$ cat config.mk
export PLATFORM = sky130hd
export DESIGN_NAME = instr_prefetch_queue
export DESIGN_NICKNAME = d
export VERILOG_FILES = /design/src/rtl/cpu_pkg.sv /design/src/rtl/fetch_fifo.sv /design/src/rtl/instr_prefetch_queue.sv
export SDC_FILE = /design/constraint.sdc
export NUM_CORES = 1
export LEC_CHECK = 0
export CAP_MARGIN = 25
export CORE_AREA = 4 4 196 198
export CTS_BUF_LIST = sky130_fd_sc_hd__clkbuf_4 sky130_fd_sc_hd__clkbuf_8
export CTS_CLUSTER_SIZE = 25
export DETAILED_ROUTE_END_ITERATION = 16
export DIE_AREA = 0 0 200 202
export PLACE_DENSITY = 0.68
export REMOVE_ABC_BUFFERS = 1
export SLEW_MARGIN = 40
export SYNTH_ARGS = -nofsm -noshare
export SYNTH_HDL_FRONTEND = slang
export SYNTH_SLANG_ARGS = --single-unit
$ cat constraint.sdc
create_clock -name clk -period 5.4 [get_ports clk]
set_clock_uncertainty 0.2 [all_clocks]
set_input_delay 0.54 -clock clk [delete_from_list [all_inputs] [get_ports clk]]
set_output_delay 0.54 -clock clk [all_outputs]
set_load 0.1 [all_outputs]
$ cat src/rtl/cpu_pkg.sv
// ============================================================================
// Module : cpu_pkg
// Brief  : Shared fetch-stage types and constants (NOP encoding, queue entry).
// Rev    : 1.0  initial release
// ============================================================================
`default_nettype none

package cpu_pkg;

  localparam int unsigned XLEN = 32;

  // addi x0, x0, 0 -- what decode sees when the fetch queue has nothing
  localparam logic [XLEN-1:0] NOP_INSTR = 32'h00000013;

  typedef struct packed {
    logic [XLEN-1:0] pc;
    logic [XLEN-1:0] instr;
  } fetch_entry_t;

endpackage

`default_nettype wire

$ cat src/rtl/fetch_fifo.sv
// ============================================================================
// Module : fetch_fifo
// Brief  : Synchronous FIFO of fetch entries with clear; head is combinational.
// Rev    : 1.0  initial release
// ============================================================================
`default_nettype none

module fetch_fifo
  import cpu_pkg::*;
#(
  parameter int DEPTH = 4
) (
  input  logic                   clk,
  input  logic                   rst,
  input  logic                   clear_i,
  input  logic                   push_i,
  input  logic                   pop_i,
  input  fetch_entry_t           wdata_i,
  output fetch_entry_t           head_o,
  output logic [$clog2(DEPTH):0] count_o
);

  localparam int AW = $clog2(DEPTH);
  localparam int CW = AW + 1;

  fetch_entry_t  mem_q [DEPTH];
  logic [AW-1:0] rd_ptr_q, rd_ptr_d;
  logic [AW-1:0] wr_ptr_q, wr_ptr_d;
  logic [CW-1:0] count_q, count_d;
  logic          do_push, do_pop;

  // A push into a full FIFO is only legal when the head leaves the same cycle.
  assign do_pop  = pop_i && (count_q != '0);
  assign do_push = push_i && ((count_q != CW'(DEPTH)) || do_pop);

  // Next pointers and occupancy; clear wins over any same-cycle push/pop.
  always_comb begin
    rd_ptr_d = rd_ptr_q;
    wr_ptr_d = wr_ptr_q;
    count_d  = count_q;
    if (clear_i) begin
      rd_ptr_d = '0;
      wr_ptr_d = '0;
      count_d  = '0;
    end else begin
      if (do_push) wr_ptr_d = wr_ptr_q + AW'(1);
      if (do_pop)  rd_ptr_d = rd_ptr_q + AW'(1);
      count_d = count_q + CW'(do_push) - CW'(do_pop);
    end
  end

  // Pointer and occupancy registers.
  always_ff @(posedge clk) begin
    if (rst) begin
      rd_ptr_q <= '0;
      wr_ptr_q <= '0;
      count_q  <= '0;
    end else begin
      rd_ptr_q <= rd_ptr_d;
      wr_ptr_q <= wr_ptr_d;
      count_q  <= count_d;
    end
  end

  // Entry storage; occupancy gates visibility, so no reset is needed here.
  always_ff @(posedge clk) begin
    if (do_push && !clear_i) mem_q[wr_ptr_q] <= wdata_i;
  end

  assign head_o  = mem_q[rd_ptr_q];
  assign count_o = count_q;

endmodule

`default_nettype wire

$ cat src/rtl/instr_prefetch_queue.sv
// ============================================================================
// Module : instr_prefetch_queue
// Brief  : Fetch front end. Owns the fetch PC, issues in-order requests to a
//          multi-cycle instruction memory under a credit limit, buffers the
//          returned words with their PCs and presents one per cycle to decode.
//          Redirects flush the queue and drop in-flight stale responses.
// Rev    : 1.0  initial release
// ============================================================================
`default_nettype none

module instr_prefetch_queue
  import cpu_pkg::*;
#(
  // The entry struct is XLEN wide; DATA_WIDTH must stay equal to XLEN.
  parameter int                    DATA_WIDTH = 32,
  parameter int                    DEPTH      = 4,
  parameter logic [DATA_WIDTH-1:0] RESET_PC   = '0
) (
  input  logic                  clk,
  input  logic                  rst,
  input  logic                  redirect,
  input  logic [DATA_WIDTH-1:0] redirect_pc,
  input  logic                  stall,
  output logic                  imem_req,
  output logic [DATA_WIDTH-1:0] imem_addr,
  input  logic                  imem_gnt,
  input  logic                  imem_rvalid,
  input  logic [DATA_WIDTH-1:0] imem_rdata,
  output logic [DATA_WIDTH-1:0] InstrF,
  output logic [DATA_WIDTH-1:0] PCF,
  output logic [DATA_WIDTH-1:0] PCPlus4F,
  output logic                  valid_f
);

  localparam int CW = $clog2(DEPTH) + 1;

  logic [DATA_WIDTH-1:0] fetch_pc_q, fetch_pc_d;
  logic [DATA_WIDTH-1:0] resp_pc_q, resp_pc_d;
  logic [CW-1:0]         outstanding_q, outstanding_d;
  logic [CW-1:0]         drop_q, drop_d;

  logic [CW-1:0]         fifo_count;
  fetch_entry_t          fifo_head;
  fetch_entry_t          fifo_wdata;
  logic                  fifo_push, fifo_pop;

  logic [CW:0]           credit_used;
  logic                  issue, resp_drop;
  logic [DATA_WIDTH-1:0] redirect_aligned;

  // Every issued request owns a queue slot until it is consumed, so a
  // response can never find the queue full.
  assign credit_used = {1'b0, fifo_count} + {1'b0, outstanding_q};
  assign imem_req    = !rst && !redirect && (credit_used < (CW+1)'(DEPTH));
  assign imem_addr   = fetch_pc_q;
  assign issue       = imem_req && imem_gnt;

  // Responses belonging to requests issued before a redirect are discarded.
  assign resp_drop  = imem_rvalid && (drop_q != '0);
  assign fifo_push  = imem_rvalid && !resp_drop && !redirect;
  assign fifo_pop   = valid_f && !stall && !redirect;
  assign fifo_wdata = '{pc: resp_pc_q, instr: imem_rdata};

  assign redirect_aligned = redirect_pc & ~DATA_WIDTH'(3);

  fetch_fifo #(
    .DEPTH (DEPTH)
  ) u_fifo (
    .clk     (clk),
    .rst     (rst),
    .clear_i (redirect),
    .push_i  (fifo_push),
    .pop_i   (fifo_pop),
    .wdata_i (fifo_wdata),
    .head_o  (fifo_head),
    .count_o (fifo_count)
  );

  // Next fetch/response PCs and credit counters; redirect overrides all.
  always_comb begin
    fetch_pc_d    = fetch_pc_q;
    resp_pc_d     = resp_pc_q;
    outstanding_d = outstanding_q + CW'(issue) - CW'(imem_rvalid);
    drop_d        = drop_q - CW'(resp_drop);
    if (issue)     fetch_pc_d = fetch_pc_q + DATA_WIDTH'(4);
    if (fifo_push) resp_pc_d  = resp_pc_q + DATA_WIDTH'(4);
    if (redirect) begin
      fetch_pc_d = redirect_aligned;
      resp_pc_d  = redirect_aligned;
      // Everything still in flight after this cycle's response is stale.
      drop_d     = outstanding_q - CW'(imem_rvalid);
    end
  end

  // Fetch-side state registers.
  always_ff @(posedge clk) begin
    if (rst) begin
      fetch_pc_q    <= RESET_PC;
      resp_pc_q     <= RESET_PC;
      outstanding_q <= '0;
      drop_q        <= '0;
    end else begin
      fetch_pc_q    <= fetch_pc_d;
      resp_pc_q     <= resp_pc_d;
      outstanding_q <= outstanding_d;
      drop_q        <= drop_d;
    end
  end

  // When empty, PCF shows the PC the next pushed word will carry.
  assign valid_f  = (fifo_count != '0);
  assign InstrF   = valid_f ? fifo_head.instr : NOP_INSTR;
  assign PCF      = valid_f ? fifo_head.pc : resp_pc_q;
  assign PCPlus4F = PCF + DATA_WIDTH'(4);

  a_credit_bound : assert property (@(posedge clk) disable iff (rst)
    credit_used <= (CW+1)'(DEPTH));
  a_drop_bound : assert property (@(posedge clk) disable iff (rst)
    drop_q <= outstanding_q);
  a_no_push_full : assert property (@(posedge clk) disable iff (rst)
    !(fifo_push && (fifo_count == CW'(DEPTH)) && !fifo_pop));
  a_no_spurious_rvalid : assert property (@(posedge clk) disable iff (rst)
    !(imem_rvalid && (outstanding_q == '0)));

endmodule

`default_nettype wire

## Word level (Yosys, flattened, before mapping)

Memory sizes are Yosys's and may differ from the RTL's. A register that Yosys moved wholly into a read port is not among the register bits.
Cells that the tools add are included.

| word-level totals | value |
|---|---|
| input bits | 70 |
| logic and storage cells | 56 |
| bits in latches | 0 |
| memory bits (read-only) | 0 |
| output and inout port bits | 130 |
| memory bits (writable) | 256 |
| memories kept | 1 |
| bits in registers | 77 |

Memory list:

| name | depth | width | rd ports | clocked after Yosys merged registers in | write ports | RTL line | source |
|---|---|---|---|---|---|---|---|
| u_fifo.mem_q | 4 | 64 | 1 | 1 | 1 | fetch_fifo.sv:26 | `fetch_entry_t mem_q [DEPTH];` |

| cells by class | value |
|---|---|
| shift-type cells | 0 |
| reductions and logical operators | 21 |
| muxes and demuxes | 11 |
| divide/modulo/power cells | 0 |
| $add $sub $neg | 12 |
| order comparisons | 1 |
| $mul | 0 |
| equal/unequal tests | 1 |
| bitwise logic cells | 0 |

Operators by type and width:

| cell | number |
|---|---|
| $mux 32 | 6 |
| $add 32x3->32 const B | 3 |
| $sub 3x1->3 | 4 |
| $logic_and 1x1->1 | 11 |
| $add 3x1->3 | 2 |
| $reduce_bool 3->1 | 2 |
| $add 2x1->2 const B | 2 |
| $add 3x3->4 | 1 |
| $logic_not 1->1 | 4 |
| $lt 4x3->1 const B | 1 |
| $mux 2 | 2 |
| $reduce_bool 2->1 | 2 |
| $mux 3 | 1 |
| $ne 3x3->1 const B | 1 |
| $mux 1 | 2 |
| $reduce_or 2->1 | 1 |
| $logic_or 1x1->1 | 1 |

## Depth between registers and ports, before layout

Gate-level depths: netlist of the first run.

| depth | value |
|---|---|
| depth after elaboration | 9 |
| depth in mapped cells | 13 |
| depth with buffers taken out | 10 |

## Modules after synthesis

Synthesis of the first run repeated with hierarchy kept, for this count alone.

| unflattened totals | value |
|---|---|
| cell total of the unflattened synthesis | 1,098 |
| area, all modules | 14,950.6 sq um |

Modules (own cells, without submodules):

| module | area each (sq um) | seq. area each (sq um) | cells an instance | instances |
|---|---|---|---|---|
| fetch_fifo | 9,691.8 | 7,867.5 | 380 | 1 |
| instr_prefetch_queue | 5,258.8 | 1,321.3 | 718 | 1 |

## Worst setup path after synthesis of the first run

No wires, ideal clock.

| path | value |
|---|---|
| kind | register to output |
| start point | register u_fifo.count_q[1] (netlist: u_fifo.count_o[1]) |
| end point | output port PCPlus4F[30] |
| data required time | 4,660 ps |
| arrival time | 6,650 ps |
| stages on the path, launching flop included | 12 |
| setup slack | -1,990 ps |
| path buffers | 3 |
| cells stage by stage | dfxtp_1 nor3_2 inv_1 buf_2 buf_1 clkbuf_1 mux2i_1 inv_1 ha_1 nand4_1 nor3_1 xnor2_1 |

| between the ends | value |
|---|---|
| cells in the longest elaborated chain, start to end | 3 |

RTL lines:

| element | RTL line | source |
|---|---|---|
| from (decl) | fetch_fifo.sv:29 | `logic [CW-1:0] count_q, count_d;` |
| from (signal assigned) | fetch_fifo.sv:61 | `count_q <= count_d;` |
| $reduce_bool 3->1 | instr_prefetch_queue.sv:111 | `assign valid_f = (fifo_count != '0);` |
| $mux 32 | instr_prefetch_queue.sv:113 | `assign PCF = valid_f ? fifo_head.pc : resp_pc_q;` |
| via PCF[2] | instr_prefetch_queue.sv:30 | `output logic [DATA_WIDTH-1:0] PCF,` |
| $add 32x3->32 | instr_prefetch_queue.sv:114 | `assign PCPlus4F = PCF + DATA_WIDTH'(4);` |
| to (decl) | instr_prefetch_queue.sv:31 | `output logic [DATA_WIDTH-1:0] PCPlus4F,` |

The timed path passes the listed nets, and every way through them passes these cells.

## Final worst setup path of the first run

| path | value |
|---|---|
| start point | register u_fifo.count_q[1] (netlist: u_fifo.count_o[1]) |
| end point | output port PCPlus4F[28] |

| between the ends | value |
|---|---|
| cells in the longest elaborated chain, start to end | 3 |

RTL lines:

| element | RTL line |
|---|---|
| $reduce_bool 3->1 | instr_prefetch_queue.sv:111 |
| $mux 32 | instr_prefetch_queue.sv:113 |
| $add 32x3->32 | instr_prefetch_queue.sv:114 |

Every way passes these cells.

==> impl_summary.md, run 1 <==
Outcome
The flow ran to the end, and the final reports show no timing, DRC or antenna violations.

Logic synthesis
A synthesized cell averages 13.5 um^2. The top flip-flop cell by instance count after synthesis is sky130_fd_sc_hd__edfxtp_1. The area share of the largest cell type after synthesis is 51.6%.

The flip-flop and latch count after synthesis is 323. The cell area after synthesis is 14,400 um^2. After synthesis, the share of flip-flops with an asynchronous set or reset is 0%.

During synthesis, Yosys emitted a total of 0 warnings. The basic-gate share of the synthesized area counting and, or, nand and nor cells is 12.5%. The cell type contributing the most total cell area after synthesis is sky130_fd_sc_hd__edfxtp_1. The number of synthesized flops with an enable pin is 248. In the synthesized netlist, the cells that appear most often are sky130_fd_sc_hd__edfxtp_1, sky130_fd_sc_hd__nand2_1, sky130_fd_sc_hd__dfxtp_1. The post-synthesis instance total is 1,069. The sequential share of the synthesized area is 62.0%. The synthesized netlist devotes 5.62% of its cell area to compound gates. The largest family of logic cells by synthesized area is simple AND/OR/NAND/NOR gates.

The area share of xor/xnor cells in the synthesized design is 3.94%. After Yosys synthesis, full adders, half adders and majority gates account for 1.75% of the synthesized area. Synthesis instantiated 66 different standard cells from the library. The most repeated cell in the gate-level netlist after synthesis is sky130_fd_sc_hd__edfxtp_1. The mux share of post-synthesis cell area is 11.4%. By area the synthesized netlist is led by sky130_fd_sc_hd__edfxtp_1, sky130_fd_sc_hd__dfxtp_1, sky130_fd_sc_hd__mux4_2.

Timing
The number of failing hold endpoints at the final stage came to 0. The transition at the pin with the smallest max-transition slack is 0.796 ns. The smallest hold slack is 0.316 ns. Measured against its own limit, the worst slew margin works out to 46.9%. The time the worst path needs with I/O delays and setup is 4.78 ns. Static timing analysis puts the maximum clock frequency at 0.209 GHz. The final worst-path cycle share is 88.6%. Setup repair after global routing left no endpoint under its margin. Setup violations remaining at the end of the flow were counted as 0. The count of final max-slew check failures is 0.

CTS
The clock latency on the worst-skew pair is 0.57 ns. Counting along the longest clock path gives a buffer depth of 3. TritonCTS built the clock tree. The number of sinks on the clock net is 323. The count of hold buffers inserted by post-cts repair is 0. In this run the post-CTS setup repair buffer count came out at 0. After clock tree synthesis, the clock-pin slew on the worst setup and hold paths is 0.06 ns.

The number of CTS-inserted buffers is 52. The cell chosen for the clock root is sky130_fd_sc_hd__clkbuf_8. The quantity of gates resized following cts is 0. In this run the number of H-tree levels came out at 2.

Cells and area
Of the cells placed in the final design, the portion with a size suffix greater than 1 is 22.9%. Compared with the post-synthesis result, the final layout area differs by 20.2%. The total number of nets in the final design is 1,363.

The repair_antennas step left the layout with diodes totalling 0. With fillers left out, the area of the finished cells amounts to 17,400 um^2.

Floorplan
The die covers 40,400 um^2. The total area inside the core boundary comes to 36,500 um^2. 200 I/O pins were placed.

The total number of placement rows is 70. For this configuration, the core starts out at a cell density of 39.5%. The horizontal die dimension is 200 um. The height of the die is 202 um.

Worst setup path
The required time of the critical path is 4.66 ns. Of all nets on the critical path, the largest fanout is 46. The worst register-to-register path has a depth of 12. The reg-to-reg critical path startpoint is u_fifo.count_o[1]. The element type at the critical path end is an output port. The critical path is of the flip-flop to output port type. The terminus of the critical flop-to-flop path is outstanding_q[2]. The critical path arrival is 4.04 ns. The worst register-to-register path has a setup slack of 2.10 ns.

STA classifies the critical path startpoint as a flip-flop.

GRT
The largest net degree at the start of global routing is 63. The global-route wire length before repair is 52,600 um. For this run, global-route usage on met1 was measured as 21.8%. The via count of the first global-routing pass came to 9,365. The leftover overflow at the end of global routing is 0.

The number of antenna violations at the first check in global routing was 0. The met3 usage in global routing is 3.05%. Global routing consumed, on the met2 layer, 27.3% of the routing resources. The layer flagged by global routing as most heavily used is met2. Global routing used 16.4% of the available tracks.

Power and ir drop
The clock network burns 34.2% of the power. The total design power is 5.99 mW. Of the total power, registers draw 47.3%.

Across the VDD grid, the largest voltage drop is 0.165 mV. For this design the static power due to leakage is 6.28 nW. The areal power density over the cells is 345 nW/um^2.

The switching portion of total power is 31.0%. The internal portion of total power is 4.13 mW. Combinational logic burns 18.4% of the power.

The analysis attributes to net switching a power of 1.86 mW.

Drt
The detailed router finished its first iteration with 565 violations. The detailed router placed 9,378 vias in this run. The residual DRC count is 0. The total routed wirelength is 33,900 um.

The number of detailed-route iterations in the first pass is 5. Dividing the detail-routed via count by the number of cells gives 5.27. The number of nets with antenna violations after routing is 0. In the final routed layout, each cell accounts on average for 19.0 um.

Placed design
The count of input and output buffers is 191. The routability congestion estimate from global placement is 0.835. The half-perimeter wire length after placement is 23,000 um. The post-detailed-placement cell area is 16,300 um^2.

Worst hold path
The startpoint identified for the worst hold timing path is imem_addr[16]. The endpoint of the worst hold path is imem_addr[16]. The path class of the lowest-slack min-delay path is flip-flop to flip-flop.

The number of cells on the worst hold path is 2.

Flow run
The max-capacitance violation count is 0.
[metrics by stage]
stage	util (%)	instances	setup WS, ns	setup TNS [ns]
after floorplan	-	1012	-3.90	-74.08
after global placement	45.7	1683	1.30	0
after detailed placement	44.7	1688	1.24	0
after CTS	47.5	1780	0.573	0
after global routing	47.5	1780	0.333	0
final	47.5	1780	0.617	0
[worst max-delay path by stage]
stage / startpoint / endpoint / slack (ns) / cells after the start
after global routing: u_fifo.count_o[1] / PCPlus4F[29] / 0.33 / 8
after detailed placement: u_fifo.count_o[1] / PCPlus4F[24] / 1.24 / 8
after CTS: u_fifo.count_o[1] / PCPlus4F[24] / 0.57 / 8
after global placement: u_fifo.count_o[1] / PCPlus4F[24] / 1.30 / 8
after floorplan: u_fifo.count_o[1] / PCPlus4F[30] / -3.90 / 8
final: u_fifo.count_o[1] / PCPlus4F[28] / 0.62 / 8
[worst max-delay path: stages (launching register included)]
cell	delay [ns]
sky130_fd_sc_hd__dfxtp_1	0.37
sky130_fd_sc_hd__nor3_4	0.22
sky130_fd_sc_hd__clkinv_2	0.59
sky130_fd_sc_hd__mux2_2	0.51
sky130_fd_sc_hd__a21boi_1	0.53
sky130_fd_sc_hd__nand4_1	0.38
sky130_fd_sc_hd__nor3b_1	0.37
sky130_fd_sc_hd__xnor2_1	0.16
sky130_fd_sc_hd__buf_4	0.31
[layout make-up]
class | count | area, um^2
clock buffer | 63 | 798
timing repair buffer | 208 | 1550
inverter | 31 | 118
tap | 468 | 586
fill | 3248 | 19200
multi-input combinational | 658 | 5130
sequential | 323 | 8950
clock inverter | 29 | 216
[sequential cells by signal, indices dropped and copies added (netlist names), named ones only]
register / cells
resp_pc_q: 30
u_fifo.rd_ptr_q: 2
u_fifo.mem_q: 248
u_fifo.count_o: 3
drop_q: 3
u_fifo.wr_ptr_q: 2
outstanding_q: 3
imem_addr: 30
[power by group through the flow]
stage / logic, mW / clock network [mW] / registers (mW)
final: 1.10 / 2.05 / 2.83
after global routing: 1.16 / 2.24 / 2.84
after CTS: 1.12 / 2.12 / 2.83
after detailed placement: 1.11 / 0 / 2.88
after global placement: 1.15 / 0 / 2.88
after floorplan: 0.748 / 0 / 2.96
[cell usage in the layout, fill, tap and decap left out, drive strengths merged, types with 24 or more instances in the layout]
cell type      count
edfxtp           248
buf              142
nand2            133
dfxtp             75
clkdlybuf4s50     66
nor2              66
clkbuf            63
mux4              62
xnor2             40
and2              40
nand3             36
inv               32
o21ai             29
xor2              25
a31oi             25
a21oi             25
clkinv            24
[routing by layer]
metal / vias to the layer above / wire [um] / part of all wire [%]
li1: 4414 / - / -
met1: 4597 / 14500 / 43
met3: 64 / 2040 / 6.0
met5: - / 0 / 0
met4: 0 / 882 / 2.6
met2: 303 / 16500 / 49
[cell families (layout without fill, tap and decap cells)]
logic type / after synthesis / in the layout
AND/OR/NAND/NOR: 360 / 360
flip-flops: 323 / 323
AO/OA/AOI/OAI: 126 / 126
buffers and inverters: 93 / 331
multiplexers: 82 / 82
XOR/XNOR: 65 / 65
adder cells (fa/ha/maj): 19 / 19
other: 1 / 6
Power figures use the tool's default switching activity.
==> inputs of run 2 (changes only) <==
- CORE_AREA: 4 4 196 198 -> 2 2 194 196
- DIE_AREA: 0 0 200 202 -> 0 0 196 198
==> run 2 against run 1 <==
  * Utilization decreased by 0.22 points
  * Cell count increased by 0.51%
  * Routed wire length increased by 0.37%
  * Count of clock-buffer cells in the layout increased by 3
  * Critical path type unchanged
  * Critical endpoint is now PCPlus4F[24]
==> impl_summary.md, run 2 (synthesized netlist as in run 1, its figures left out) <==
Placed design
The routability congestion estimate from global placement is 0.856 (+2.5%). The count of input and output buffers was 191 (unchanged). The number of instances in the placed design is 1,693 (+0.30%).

The half-perimeter wire length after placement was 22,800 um (-0.89%). The post-detailed-placement cell area is 16,300 um^2 (about the same).

Drt
The total routed wirelength was 34,000 um (+0.37%). The residual DRC count is 0 (unchanged). The number of detailed-route iterations in the first pass is 7 (+2). The post-detailed-route via-to-cell ratio is 5.26 (-0.15%). The number of violations reported at the end of detailed-routing iteration 0 is 536 (-5.1%). The number of nets with antenna violations after routing is 0 (unchanged).

The via count of the routed design is 9,411 (+0.35%). The average wire per cell in the routed design is 19.0 um (-0.13%).

Timing
The time the worst path needs with I/O delays and setup came to 4.66 ns (-0.122 ns). The transition at the pin with the smallest max-transition slack is 0.726 ns (-0.0701 ns). The relative slew slack came to 51.6% (+4.7 points). The final worst-path cycle share is 86.3% (-2.3 points). Setup repair after global routing left no endpoint under its margin. The number of failing hold endpoints at the final stage is 0 (unchanged). The achievable frequency is 0.215 GHz (+2.6%). The final-report setup violation count came to 0 (unchanged). The count of final max-slew check failures is 0 (unchanged).

Cells and area
The leading cell type in the layout, fill and taps excluded is sky130_fd_sc_hd__edfxtp_1. The number of standard cells in the layout, taps in and fillers out is 1,789 (+0.51%). The flip-flop count of the largest register after layout is 248 (unchanged).

The final antenna diode count is 0 (unchanged). The post-route cell area is 17,500 um^2 (+0.71%). Counting flops per register, the top entry is u_fifo.mem_q. The layout-stage area growth over the synthesis result is 21.0%.

The total number of nets in the final design is 1,364 (+0.073%). The share of post-route cells with drive strength above 1 is 23.2% (+0.25 points). The library cells used most frequently in the layout, excluding fill and tap cells, are sky130_fd_sc_hd__edfxtp_1, sky130_fd_sc_hd__nand2_1, sky130_fd_sc_hd__buf_2.

CTS
The number of sinks on the clock net is 323 (unchanged). The maximum buffer depth of the clock tree is 3 (unchanged). The maximum level of the CTS H-tree was 2 (unchanged).

The cell chosen for the clock root is sky130_fd_sc_hd__clkbuf_8. The count of hold buffers inserted by post-cts repair is 0 (unchanged). The post-CTS setup buffer count came to 0 (unchanged). The clock tree from TritonCTS is yes. The clock latency on the worst-skew pair came to 0.57 ns (about the same).

The clock input transition at the sequential cells of the worst setup and hold paths is 0.07 ns (about the same). The quantity of gates resized following cts is 0 (unchanged). The number of CTS-inserted buffers is 54 (+3.8%).

Power and ir drop
The areal power density over the cells is 355 nW/um^2 (+2.8%). The power dissipated by switching net loads came to 1.89 mW (+1.7%). The relative contribution of sequential cells to total power is 45.7% (-1.6 points). The switching portion of total power is 30.5% (-0.53 points). The internal portion of total power is 4.31 mW (+4.3%). The total design power is 6.20 mW (+3.5%). The maximum vdd drop came to 0.175 mV (+5.8%).

The leakage power figure is 6.33 nW (+0.91%). The combinational share of power is 17.9% (-0.5 points). The power share of the clock group was 36.4% (+2.2 points).

Worst setup path
The number of buffer and inverter stages on the critical path was 3 (+1). Traced cell by cell, the critical path runs through nor3_4 -> inv_2 -> buf_4 -> nand2_1 -> o21ai_0 -> nand4_1 -> nor3_1 -> xor2_1 -> buf_4. The cell type of the slowest stage on the worst timing path is sky130_fd_sc_hd__nand4_1.

The required time of the critical path is 4.66 ns (about the same). The most repeated library cell on the critical path is sky130_fd_sc_hd__buf_4. The cell type group with the largest total delay on the critical path is simple AND/OR/NAND/NOR gates.

The kind of critical path is flip-flop to output port. The biggest cell delay along the critical path came to 0.59 ns (about the same). The critical path arrival came to 3.92 ns (-0.12 ns). The element type at the critical path end is an output port.

STA classifies the critical path startpoint as a flip-flop. The largest fanout of any net on the critical path is 27 (-41%).

GRT
The number of antenna violations at the first check in global routing came to 0 (unchanged). The largest net degree at the start of global routing is 63 (unchanged). The overall track demand over capacity in global routing is 17.5% (+1.1 points). The global-route wire length before repair is 53,000 um (+0.73%). The leftover overflow at the end of global routing is 0 (unchanged). The via count of the first global-routing pass was 9,333 (-0.34%).

Outcome
The flow ran to the end, and the final reports show no timing, DRC or antenna violations.

Floorplan
The die footprint is 38,800 um^2 (-3.9%). The core area is 37,000 um^2 (+1.2%). The total number of placement rows was 71 (+1.4%). The height of the die is 198 um (-2.0%). The starting utilization of the core area is 39.1% (-0.46 points). The number of primary I/O pins came to 200 (unchanged). The horizontal die dimension is 196 um (-2.0%).

Worst hold path
The worst hold path belongs to the class flip-flop to flip-flop.

Flow run
The max-capacitance violation count was 0 (unchanged).
[run 2: cell count changes in the layout (fill, tap and decap cells not counted)]
| cell | delta |
|---|---|
| sky130_fd_sc_hd__clkbuf_8 | +8 |
| sky130_fd_sc_hd__inv_8 | -1 |
| sky130_fd_sc_hd__inv_2 | +2 |
| sky130_fd_sc_hd__buf_2 | -4 |
| sky130_fd_sc_hd__clkinv_2 | +1 |
| sky130_fd_sc_hd__bufinv_16 | +2 |
| sky130_fd_sc_hd__clkinvlp_4 | -1 |
| sky130_fd_sc_hd__clkbuf_4 | -5 |
| sky130_fd_sc_hd__inv_6 | -1 |
| sky130_fd_sc_hd__buf_4 | +3 |
| sky130_fd_sc_hd__inv_1 | -1 |
[run 2: worst paths after layout]
kind / start / to / slack [ns] / cells after the start
hold reg to reg: imem_addr[16] / imem_addr[16] / 0.32 / 2
setup reg to reg: u_fifo.count_o[1] / outstanding_q[2] / 2.04 / 11
hold / removal: imem_addr[16] / imem_addr[16] / 0.32 / 2
setup / recovery: u_fifo.count_o[1] / PCPlus4F[24] / 0.74 / 9
[run 2: area by class of cell]
class,instances,area [um^2]
fill,3299,19500
timing repair buffer,207,1550
multi-input combinational,658,5130
clock buffer,66,871
sequential,323,8950
inverter,31,116
clock inverter,30,259
tap,474,593
[run 2: per-stage QoR]
stage	setup WS [ns]	setup TNS, ns	hold slack, ns	util (%)
floorplan	-3.90	-74.08	0.285	-
global placement	1.34	0	0.290	45.2
detailed placement	1.28	0	0.304	44.2
CTS	0.667	0	0.317	47.3
global route	0.469	0	0.363	47.3
finish	0.739	0	0.315	47.3
[run 2: layer usage]
layer	wire, um	GRT usage, %	vias up	share of wire, %
li1	-	-	4415	-
met1	15000	23.8	4641	44
met2	16300	29.0	296	48
met3	1870	2.74	59	5.5
met4	827	5.81	0	2.4
met5	0	0	-	0
[run 2: power by group through the flow]
stage                     Combinational [mW]  Sequential [mW]  Clock (mW)
after floorplan                        0.748             2.96           0
after global placement                  1.15             2.88           0
after detailed placement                1.12             2.88           0
after CTS                               1.12             2.83        2.32
after global routing                    1.17             2.84        2.44
final                                   1.11             2.83        2.26
[run 2: worst min-delay path, stage by stage (launching register included)]
cell and delay (ns):
sky130_fd_sc_hd__dfxtp_1 0.33, sky130_fd_sc_hd__o21ai_0 0.08, sky130_fd_sc_hd__a21oi_1 0.06
